### config.mk
export PLATFORM = sky130hd
export DESIGN_NAME = cpu_run_ctrl
export DESIGN_NICKNAME = d
export VERILOG_FILES = /design/src/rtl/cpu_ctrl_pkg.sv /design/src/rtl/tick_gen.sv /design/src/rtl/cpu_run_ctrl.sv
export SDC_FILE = /design/constraint.sdc
export NUM_CORES = 1
export LEC_CHECK = 0
export ABC_AREA = 1
export CAP_MARGIN = 20
export CORE_MARGIN = 2
export CORE_UTILIZATION = 45
export DETAILED_ROUTE_END_ITERATION = 8
export PLACE_DENSITY = 0.78
export SLEW_MARGIN = 30
export SYNTH_ARGS = -nofsm -noshare
export SYNTH_HDL_FRONTEND = slang
export SYNTH_SLANG_ARGS = --single-unit
### constraint.sdc
create_clock -name clk -period 2 [get_ports clk]
set_input_delay 0.4 -clock clk [delete_from_list [all_inputs] [get_ports clk]]
set_output_delay 0.4 -clock clk [all_outputs]
set_load 0.02 [all_outputs]
### src/rtl/cpu_ctrl_pkg.sv
`default_nettype none
// +--------------------------------------------------------------------------+
// | cpu_ctrl_pkg : shared types and defaults for the CPU run controller      |
// | Rev 1.0                                                                  |
// +--------------------------------------------------------------------------+
package cpu_ctrl_pkg;

    typedef enum logic [1:0] {
        CS_HALT  = 2'd0,
        CS_RUN   = 2'd1,
        CS_STEP  = 2'd2,
        CS_BREAK = 2'd3
    } ctrl_state_t;

    localparam int DEFAULT_TICK_DIV = 50_000_000;

    // Divider width; a divide-by-one still needs a one-bit register.
    function automatic int div_width(input int div);
        return (div > 1) ? $clog2(div) : 1;
    endfunction

endpackage
`default_nettype wire

### src/rtl/tick_gen.sv
`default_nettype none
// +--------------------------------------------------------------------------+
// | tick_gen : clearable modulo-TICK_DIV divider with terminal-count output  |
// | Rev 1.0                                                                  |
// +--------------------------------------------------------------------------+
module tick_gen
    import cpu_ctrl_pkg::*;
#(
    parameter int TICK_DIV = DEFAULT_TICK_DIV
) (
    input  logic clk,
    input  logic reset,
    input  logic clear,
    input  logic enable,
    output logic tc
);

    localparam int               DIV_W = div_width(TICK_DIV);
    localparam logic [DIV_W-1:0] LAST  = DIV_W'(TICK_DIV - 1);

    logic [DIV_W-1:0] count;
    logic             at_last;

    assign at_last = (count == LAST);
    // Clear wins so a cycle that leaves RUN can never report a tick.
    assign tc      = enable & ~clear & at_last;

    always_ff @(posedge clk) begin
        if (reset) begin
            count <= '0;
        end else if (clear) begin
            count <= '0;
        end else if (enable) begin
            count <= at_last ? '0 : count + DIV_W'(1);
        end
    end

endmodule
`default_nettype wire

### src/rtl/cpu_run_ctrl.sv
`default_nettype none
// +--------------------------------------------------------------------------+
// | cpu_run_ctrl : run/step/halt/breakpoint sequencer producing cpu_en       |
// | Rev 1.0                                                                  |
// +--------------------------------------------------------------------------+
module cpu_run_ctrl
    import cpu_ctrl_pkg::*;
#(
    parameter int TICK_DIV = DEFAULT_TICK_DIV,
    parameter int CNT_W    = 32
) (
    input  logic             clk,
    input  logic             reset,
    input  logic             run_req,
    input  logic             step_req,
    input  logic             halt_req,
    input  logic             bp_en,
    input  logic [31:0]      bp_addr,
    input  logic [31:0]      pc,
    output logic             cpu_en,
    output logic [1:0]       state,
    output logic [CNT_W-1:0] retired,
    output logic             bp_hit
);

    ctrl_state_t cur_state;
    ctrl_state_t state_n;
    logic        cpu_en_n;
    logic        bp_hit_n;
    logic        step_q;
    logic        step_rise;
    logic        bp_match;
    logic        run_ok;
    logic        tick;

    assign state     = cur_state;
    assign step_rise = step_req & ~step_q;
    assign bp_match  = bp_en & (pc == bp_addr);
    // Divider only advances while RUN is going to be held this cycle.
    assign run_ok    = (cur_state == CS_RUN) & ~halt_req & run_req;

    tick_gen #(
        .TICK_DIV (TICK_DIV)
    ) u_tick_gen (
        .clk    (clk),
        .reset  (reset),
        .clear  (~run_ok),
        .enable (run_ok),
        .tc     (tick)
    );

    always_comb begin
        state_n  = cur_state;
        cpu_en_n = 1'b0;
        bp_hit_n = bp_hit;
        case (cur_state)
            CS_HALT: begin
                if (halt_req) begin
                    state_n = CS_HALT;
                end else if (step_rise) begin
                    state_n  = CS_STEP;
                    cpu_en_n = 1'b1;
                end else if (run_req) begin
                    state_n  = CS_RUN;
                    bp_hit_n = 1'b0;
                end
            end
            CS_RUN: begin
                if (halt_req || !run_req) begin
                    state_n = CS_HALT;
                end else if (tick) begin
                    if (bp_match) begin
                        state_n  = CS_BREAK;
                        bp_hit_n = 1'b1;
                    end else begin
                        cpu_en_n = 1'b1;
                    end
                end
            end
            CS_STEP: begin
                state_n = CS_HALT;
            end
            CS_BREAK: begin
                if (halt_req || !run_req) begin
                    state_n = CS_HALT;
                end else if (step_rise) begin
                    state_n  = CS_STEP;
                    cpu_en_n = 1'b1;
                end
            end
            default: begin
                state_n = CS_HALT;
            end
        endcase
    end

    always_ff @(posedge clk) begin
        if (reset) begin
            cur_state <= CS_HALT;
            cpu_en    <= 1'b0;
            retired   <= '0;
            bp_hit    <= 1'b0;
            step_q    <= 1'b0;
        end else begin
            cur_state <= state_n;
            cpu_en    <= cpu_en_n;
            bp_hit    <= bp_hit_n;
            step_q    <= step_req;
            if (cpu_en) begin
                retired <= retired + CNT_W'(1);
            end
        end
    end

endmodule
`default_nettype wire

# After elaboration in Yosys (flattened, before gate mapping)
# Cells that the tools add are included.
[word_totals] register_bits=63 output_inout_bits=36 in_bits=70 word_cells=61
[classes] n_mux=23 n_eq_ne=15 bitwise=8 add_sub_neg=2 n_reduce_logical=7
[op_table] operator="$add A32 B1 Y32 const B" n=1
[op_table] operator="$eq A32 B32 Y1" n=1
[op_table] operator="$add A26 B1 Y26 const B" n=1
[op_table] operator="$eq A26 B26 Y1 const B" n=1
[op_table] operator="$mux W2" n=8
[op_table] operator="$mux W1" n=12
[op_table] operator="$ne A2 B2 Y1 const B" n=6
[op_table] operator="$pmux W2 S4" n=1
[op_table] operator="$reduce_and A7 Y1" n=1
[op_table] operator="$ne A3 B2 Y1 const B" n=2
[op_table] operator="$and A1 B1 Y1" n=5
[op_table] operator="$eq A2 B2 Y1 const B" n=2
[op_table] operator="$ne A4 B4 Y1 const B" n=1
[op_table] operator="$reduce_and A4 Y1" n=1
[op_table] operator="$ne A3 B3 Y1 const B" n=1
[op_table] operator="$not A1 Y1" n=3
[op_table] operator="$pmux W1 S3" n=1
[op_table] operator="$reduce_or A3 Y1" n=1
[op_table] operator="$eq A2 B1 Y1 const B" n=1
[op_table] operator="$logic_not A2 Y1" n=1
[op_table] operator="$pmux W1 S2" n=1
[op_table] operator="$reduce_bool A2 Y1" n=1
[op_table] operator="$logic_not A1 Y1" n=1
[op_table] operator="$logic_or A1 B1 Y1" n=1

# Longest topological paths before layout
# Gate-level depths: netlist of the first run.
[depth] ltp_word=7 ltp_mapped=13

# Modules after synthesis
# From an unflattened synthesis of the first run, not the netlist that was laid out.
[unflattened] cells_unflattened=635 area_unflattened_um2=3960.0
[modules_own_cells] module="cpu_run_ctrl" area_per_inst_um2=2483.6 instances=1 cells_per_inst=413
[modules_own_cells] module="tick_gen" area_per_inst_um2=1476.4 instances=1 cells_per_inst=222

# Worst setup path after synthesis of the first run
# No wires, ideal clock.
[synth_path] path_kind="register to register" startpoint="register retired[0]" endpoint="register retired[8]" stages_incl_launch_ff=11 arrival_ns=1.569 setup_time_ns=0.119 n_path_buf=0 required_ns=1.881 path_slack_ns=0.312 cell_sequence="dfxtp_1 > ha_1 > inv_1 > nor3_1 > inv_1 > nor2_1 > inv_1 > nor2_1 > nand2_1 > o21ai_0 > a21oi_1"
[synth_between] elab_chain_cells=1
[synth_rtl] element="start, declared" line="cpu_run_ctrl.sv:22" rtl="output logic [CNT_W-1:0] retired,"
[synth_rtl] element="start signal, assigned" line="cpu_run_ctrl.sv:110" rtl="retired <= retired + CNT_W'(1);"
[synth_rtl] element="$add A32 B1 Y32" line="cpu_run_ctrl.sv:110"
# No other way between the ends.
# A chain may end at the register's enable or synchronous reset.

# Worst setup path in the final report of the first run
[layout_path] startpoint="register retired[10]" endpoint="output port retired[10]"
# No word-level cell between the ends.

==> flow_metrics.py, run 1 <==
metrics = {
    "run_status": {
        "outcome": "completed",
    },
    "sta": {
        "max_slew.worst_pin.slew_ns": 0.434,
        "slew_headroom_pct": 70.8,
        "fmax_mhz": 551,
        "setup_violations": 0,
        "fin_crit_sh_pct": 90.7,
        "tns_ns": 0,
        "slew_violations": 0,
        "final-hold-violation-count": 0,
        "skew_ns": 0.00958,
        "fin_ws_ns": 0.185,
        "min_period_ns": 1.81,
    },
    "routing": {
        "wl_per_cell_microns": 11.8,
        "drt_iter0_drc": 245,
        "wl_mm": 9.55,
        "avgViaCountPerCell": 4.92,
        "drc_errors": 0,
        "vias": 3973,
        "dr.pass1.iters": 5,
        "postRouteAntennaNets": 0,
    },
    "finish": {
        "finalNonFillerCells": 808,
        "final_common_cell": "nand2_1",
        "design_area_sq_um": 5260,
        "filler_cell_count": 722,
        "diodes": 0,
        "nets": 770,
        "syn_to_final_growth_pct": 39.5,
        "final_cell_mix": "133 x nand2_1, 105 x clkdlybuf4s50_1, 103 x nor2_1",
        "drive_gt1_share_pct": 8.68,
    },
    "power_and_ir_drop": {
        "sequentialPowerShare_pct": 41.5,
        "p_sw_share_pct": 21.3,
        "ir_drop_mv": 0.382,
        "p_leak_nw": 2.09,
        "p_comb_share_pct": 10.7,
        "internal_power_mw": 2.41,
        "power.share.clock_pct": 47.8,
        "powerDensity_nw_per_um2": 583,
        "net-switching-power_uw": 653,
    },
    "synthesis": {
        "yosys-top-cells-area": "dfxtp_1 33%, nand2_1 13%, nor2_1 10%",
        "syn_nets": 653,
        "ys_seq_elements": 63,
        "ys_types": 41,
        "syn_area_sq_um": 3770,
        "ys_seq_area_share_pct": 33.5,
        "netlist_instances": 581,
        "syn_area_per_cell_sq_um": 6.48,
        "synth_largest_area_cell": "dfxtp_1",
        "yosys_warnings": 0,
        "synth_top_area_share_pct": 33.5,
    },
    "floorplan": {
        "ioPinCount": 106,
        "coreArea_sq_um": 8180,
        "die_w_microns": 95.5,
        "dieArea_sq_um": 9120,
        "die_height_microns": 95.5,
        "start_util_pct": 46.1,
        "rows": 33,
    },
    "worst_setup_path": {
        "cp.buffers_inverters": 1,
        "path_cells": "clkdlybuf4s50_1",
        "cpPeakStageDelay_ns": 0.64,
        "required_ns": 1.60,
        "critPathArrivalTime_ns": 1.41,
        "criticalPathCategory": "reg -> out",
        "end_kind": "output port",
        "cp_max_fo": 6,
        "crit_slowest_cell": "clkdlybuf4s50_1",
        "path_delay_family": "buffers and inverters",
        "startpoint_type": "register",
    },
    "grt": {
        "grt_usage_pct": 21.6,
        "grt_pass1_vias": 3697,
        "grt_max_degree": 24,
        "grt_pass1_wl_mm": 15.8,
        "antenna_found_initial": 0,
        "grt-ovfl-total": 0,
    },
    "clock_network": {
        "cts-root-buf": "clkbuf_8",
        "cts_hold_buf": 0,
        "cts_tree": "yes",
        "clockBufferDepth": 2,
        "numCtsBuffers": 9,
        "clkSlewWorstSetupHoldPaths_ns": 0.07,
        "cts_setup_buffers": 0,
        "htree_levels": 3,
        "clock-sinks": 63,
        "worstSkewPairLatency_ns": 0.34,
    },
    "place": {
        "hpwl_mm": 7.59,
        "dp_cells": 792,
        "portBuffers": 105,
        "dpl-instance-area_sq_um": 4970,
        "place_congestion": 0.854,
        "dpl_worst_slack_ns": 0.00745,
    },
    "job": {
        "maxCapViolCount": 0,
    },
    "min_path": {
        "min_path_type": "reg -> reg",
    },
}
-- final cells by class --
cell class	count	area [sq um]	share of cell area, %
Multi-Input combinational cell	416	2130	40.5
Sequential cell	63	1260	24.0
Timing Repair Buffer	112	1100	21.0
Inverter	96	363	6.90
Clock inverter	7	145	2.76
Tap cell	105	131	2.50
Clock buffer	9	124	2.36
-- cell usage after synthesis --
cell type	number
nand2_1	133
nor2_1	104
inv_1	89
dfxtp_1	63
nand3_1	26
a21oi_1	22
xor2_1	17
o21ai_0	16
xnor2_1	16
nand4_1	15
nor3_1	14
nor2_2	6
nor2_4	6
inv_2	5
nor3_2	5
nor4_1	5
nor3b_1	4
clkbuf_1	3
nand4_2	3
or2_2	3
a211oi_1	2
and3_1	2
buf_2	2
ha_1	2
o22ai_1	2
a21oi_2	1
a31oi_1	1
buf_4	1
clkinv_1	1
inv_4	1
nand2_2	1
nand2_4	1
nand3_2	1
nand3_4	1
nand3b_1	1
nor4_2	1
o21a_1	1
o21ai_1	1
o21bai_1	1
or2_0	1
or3_1	1
-- flip-flops by register name, summed over array words and instances, names as in the netlist --
name,count
state,2
u_tick_gen.count,26
step_q,1
bp_hit,1
cpu_en,1
retired,32
-- final timing paths --
path,to,start,slack (ns),cells past startpoint
setup reg to reg,retired[22],retired[0],0.22,10
setup / recovery,retired[10],retired[10],0.19,1
hold reg to reg,u_tick_gen.count[0],u_tick_gen.count[0],0.45,1
hold / removal,u_tick_gen.count[0],u_tick_gen.count[0],0.45,1
-- per-layer routing --
metal / part of all wire [%] / up-vias / global-route usage, %
met4: 1.8 / 0 / 8.93
li1: - / 2058 / -
met1: 42 / 1808 / 23.9
met5: 0 / - / 0
met2: 52 / 91 / 40.0
met3: 4.6 / 16 / 4.19
-- stage by stage --
| step | hold slack, ns | util [%] | power [mW] |
|---|---|---|---|
| after CTS | 0.453 | 64.1 | 3.09 |
| after detailed placement | 0.436 | 60.8 | 1.63 |
| after global routing | 0.493 | 64.3 | 3.18 |
| after floorplan | 0.418 | - | 1.43 |
| final | 0.451 | 64.3 | 3.06 |
| after global placement | 0.428 | 60.8 | 1.62 |
-- power by group through the flow --
stage	logic (mW)	registers (mW)	clock network [mW]
floorplan	0.126	1.31	0
global placement	0.317	1.30	0
detailed placement	0.326	1.30	0
CTS	0.328	1.27	1.49
global route	0.361	1.27	1.54
finish	0.327	1.27	1.47
-- cells by family (layout without fill, tap and decap cells) --
logic type	count (synthesis)	in the layout	synth area share, %
buffers and inverters	102	224	10.4
DFF	63	63	33.5
adders and majority gates	2	2	0.664
xor gates and xnor gates	33	33	7.67
AOI/OAI and AO/OA	47	47	6.71
and+or+nand+nor	334	334	41.1
-- what timing repair did --
| item | in CTS | in global routing |
|---|---|---|
| endpoints found under the setup margin | 0 | 4 |
| endpoints found under the hold margin | 0 | 0 |
| gates resized for setup | 0 | 4 |
Note: power is estimated with default switching activity, not from simulation.
==> run 2: changes to the inputs <==
Settings changed: SLEW_MARGIN 30 to unset.
Clock period 2 ns to 2.16 ns, I/O delays scaled along.
==> run 2 against run 1 <==
Flip-flop and latch count stayed put. Clock skew is 0.0032 ns lower. Via count shrank 3.4%. Largest cell class unchanged.
==> flow_metrics.py, run 2 (synthesized netlist as in run 1, its figures left out) <==
metrics = {
    "sta": {
        "skew_ns": 0.00640,
        "setup_violations": 0,
        "max_slew.worst_pin.slew_ns": 0.406,
        "fmax_mhz": 514,
        "tns_ns": 0,
        "final-hold-violation-count": 0,
        "fin_crit_sh_pct": 90.1,
        "slew_violations": 0,
        "slew_headroom_pct": 72.7,
        "min_period_ns": 1.95,
        "rsz0062_at_grt": "no",
    },
    "worst_setup_path": {
        "cpPeakStageDelay_ns": 0.67,
        "critPathArrivalTime_ns": 1.51,
        "crit_slowest_cell": "clkdlybuf4s50_1",
        "cp.depth": 1,
        "startpoint_type": "register",
        "reg2regPathDepth": 9,
        "cp.buffers_inverters": 1,
        "cp_max_fo": 7,
        "path_delay_family": "buffers and inverters",
        "required_ns": 1.73,
        "path_cells": "clkdlybuf4s50_1",
        "criticalPathCategory": "reg -> out",
        "end_kind": "output port",
    },
    "routing": {
        "postRouteAntennaNets": 0,
        "vias": 3838,
        "drt_iter0_drc": 200,
        "dr.pass1.iters": 4,
        "wl_per_cell_microns": 11.4,
        "drc_errors": 0,
        "avgViaCountPerCell": 4.76,
        "wl_mm": 9.22,
    },
    "floorplan": {
        "start_util_pct": 46.1,
        "die_w_microns": 95.5,
        "dieArea_sq_um": 9120,
        "die_height_microns": 95.5,
        "coreArea_sq_um": 8180,
        "ioPinCount": 106,
        "rows": 33,
    },
    "run_status": {
        "outcome": "completed",
    },
    "clock_network": {
        "cts_tree": "yes",
        "clockBufferDepth": 2,
        "clkSlewWorstSetupHoldPaths_ns": 0.06,
        "cts-root-buf": "clkbuf_8",
        "clock-sinks": 63,
        "cts_setup_buffers": 0,
        "worstSkewPairLatency_ns": 0.34,
        "cts_hold_buf": 0,
        "numCtsBuffers": 9,
        "cts.repair.resized": 0,
        "htree_levels": 3,
    },
    "place": {
        "place_congestion": 0.851,
        "hpwl_mm": 7.40,
        "portBuffers": 105,
    },
    "power_and_ir_drop": {
        "ir_drop_mv": 0.395,
        "p_leak_nw": 2.05,
        "powerDensity_nw_per_um2": 467,
        "fin_total_pwr_mw": 2.41,
    },
    "finish": {
        "final_cell_mix": "133 x nand2_1, 105 x clkdlybuf4s50_1, 104 x nor2_1",
        "final_common_cell": "nand2_1",
        "nets": 769,
        "syn_to_final_growth_pct": 36.8,
        "top_register": "retired",
        "diodes": 0,
        "largest_reg_flops": 32,
        "final_util_pct": 63.0,
        "drive_gt1_share_pct": 8.13,
    },
    "grt": {
        "grt-ovfl-total": 0,
        "antenna_found_initial": 0,
        "grt_usage_pct": 20.7,
        "grt_max_degree": 24,
        "grt_pass1_vias": 3614,
        "grt_pass1_wl_mm": 15.1,
    },
    "min_path": {
        "min_path_type": "reg -> reg",
        "hold_path_depth": 1,
    },
    "job": {
        "maxCapViolCount": 0,
    },
}
## run 2: cell count changes in the layout (fill, tap and decap cells not counted)
| cell | change |
|---|---|
| nor2_1 | +1 |
| dfxtp_2 | -1 |
| clkbuf_8 | +3 |
| bufinv_16 | -4 |
| dfxtp_1 | +1 |
| nor2_4 | -1 |
| clkinv_2 | +2 |
| buf_4 | -1 |
| clkinv_4 | -2 |
## run 2: power by group
group / switching [mW] / internal (mW) / leakage, nW / total (mW)
logic: 0.123 / 0.175 / 1.45 / 0.298
registers: 0.00914 / 1.17 / 0.508 / 1.18
clock network: 0.432 / 0.500 / 0.0942 / 0.932
total: 0.564 / 1.84 / 2.05 / 2.41
## run 2: path summary, 6_finish.rpt
path	start	slack, ns	endpoint
worst max-delay path	cpu_en	0.21	cpu_en
worst min-delay path	u_tick_gen.count[0]	0.45	u_tick_gen.count[0]
worst max register to register	cpu_en	0.34	retired[22]
worst min register to register	u_tick_gen.count[0]	0.45	u_tick_gen.count[0]
## run 2: final cells by class
| class | count | area, sq um |
|---|---|---|
| sequential | 63 | 1260 |
| tap | 105 | 131 |
| inverter | 96 | 363 |
| timing repair buffer | 111 | 1100 |
| fill | 738 | 3020 |
| multi-input combinational | 416 | 2120 |
| clock buffer | 12 | 165 |
| clock inverter | 3 | 17.5 |
## run 2: through the flow
| step | setup WS [ns] | instance area [sq um] | std cells | hold WS (ns) |
|---|---|---|---|---|
| finish | 0.213 | 5150 | 806 | 0.452 |
| global route | 0.0558 | 5150 | 806 | 0.480 |
| CTS | 0.198 | 5150 | 806 | 0.457 |
| detailed placement | 0.109 | 4960 | 791 | 0.446 |
| global placement | 0.183 | 4960 | 791 | 0.428 |
| floorplan | 0.472 | 3770 | 581 | 0.418 |
## run 2: per-layer routing
metal  GRT usage, %  wire, microns
met5              0              0
met4           6.67            169
met3           4.43            369
met2           38.8           4660
met1           23.1           4020
==> run 3: changes to the inputs <==
Settings changed: SKIP_LAST_GASP set to 1.
==> results of run 3 <==
Final layout, timing and power as in run 2 (identical DEF).
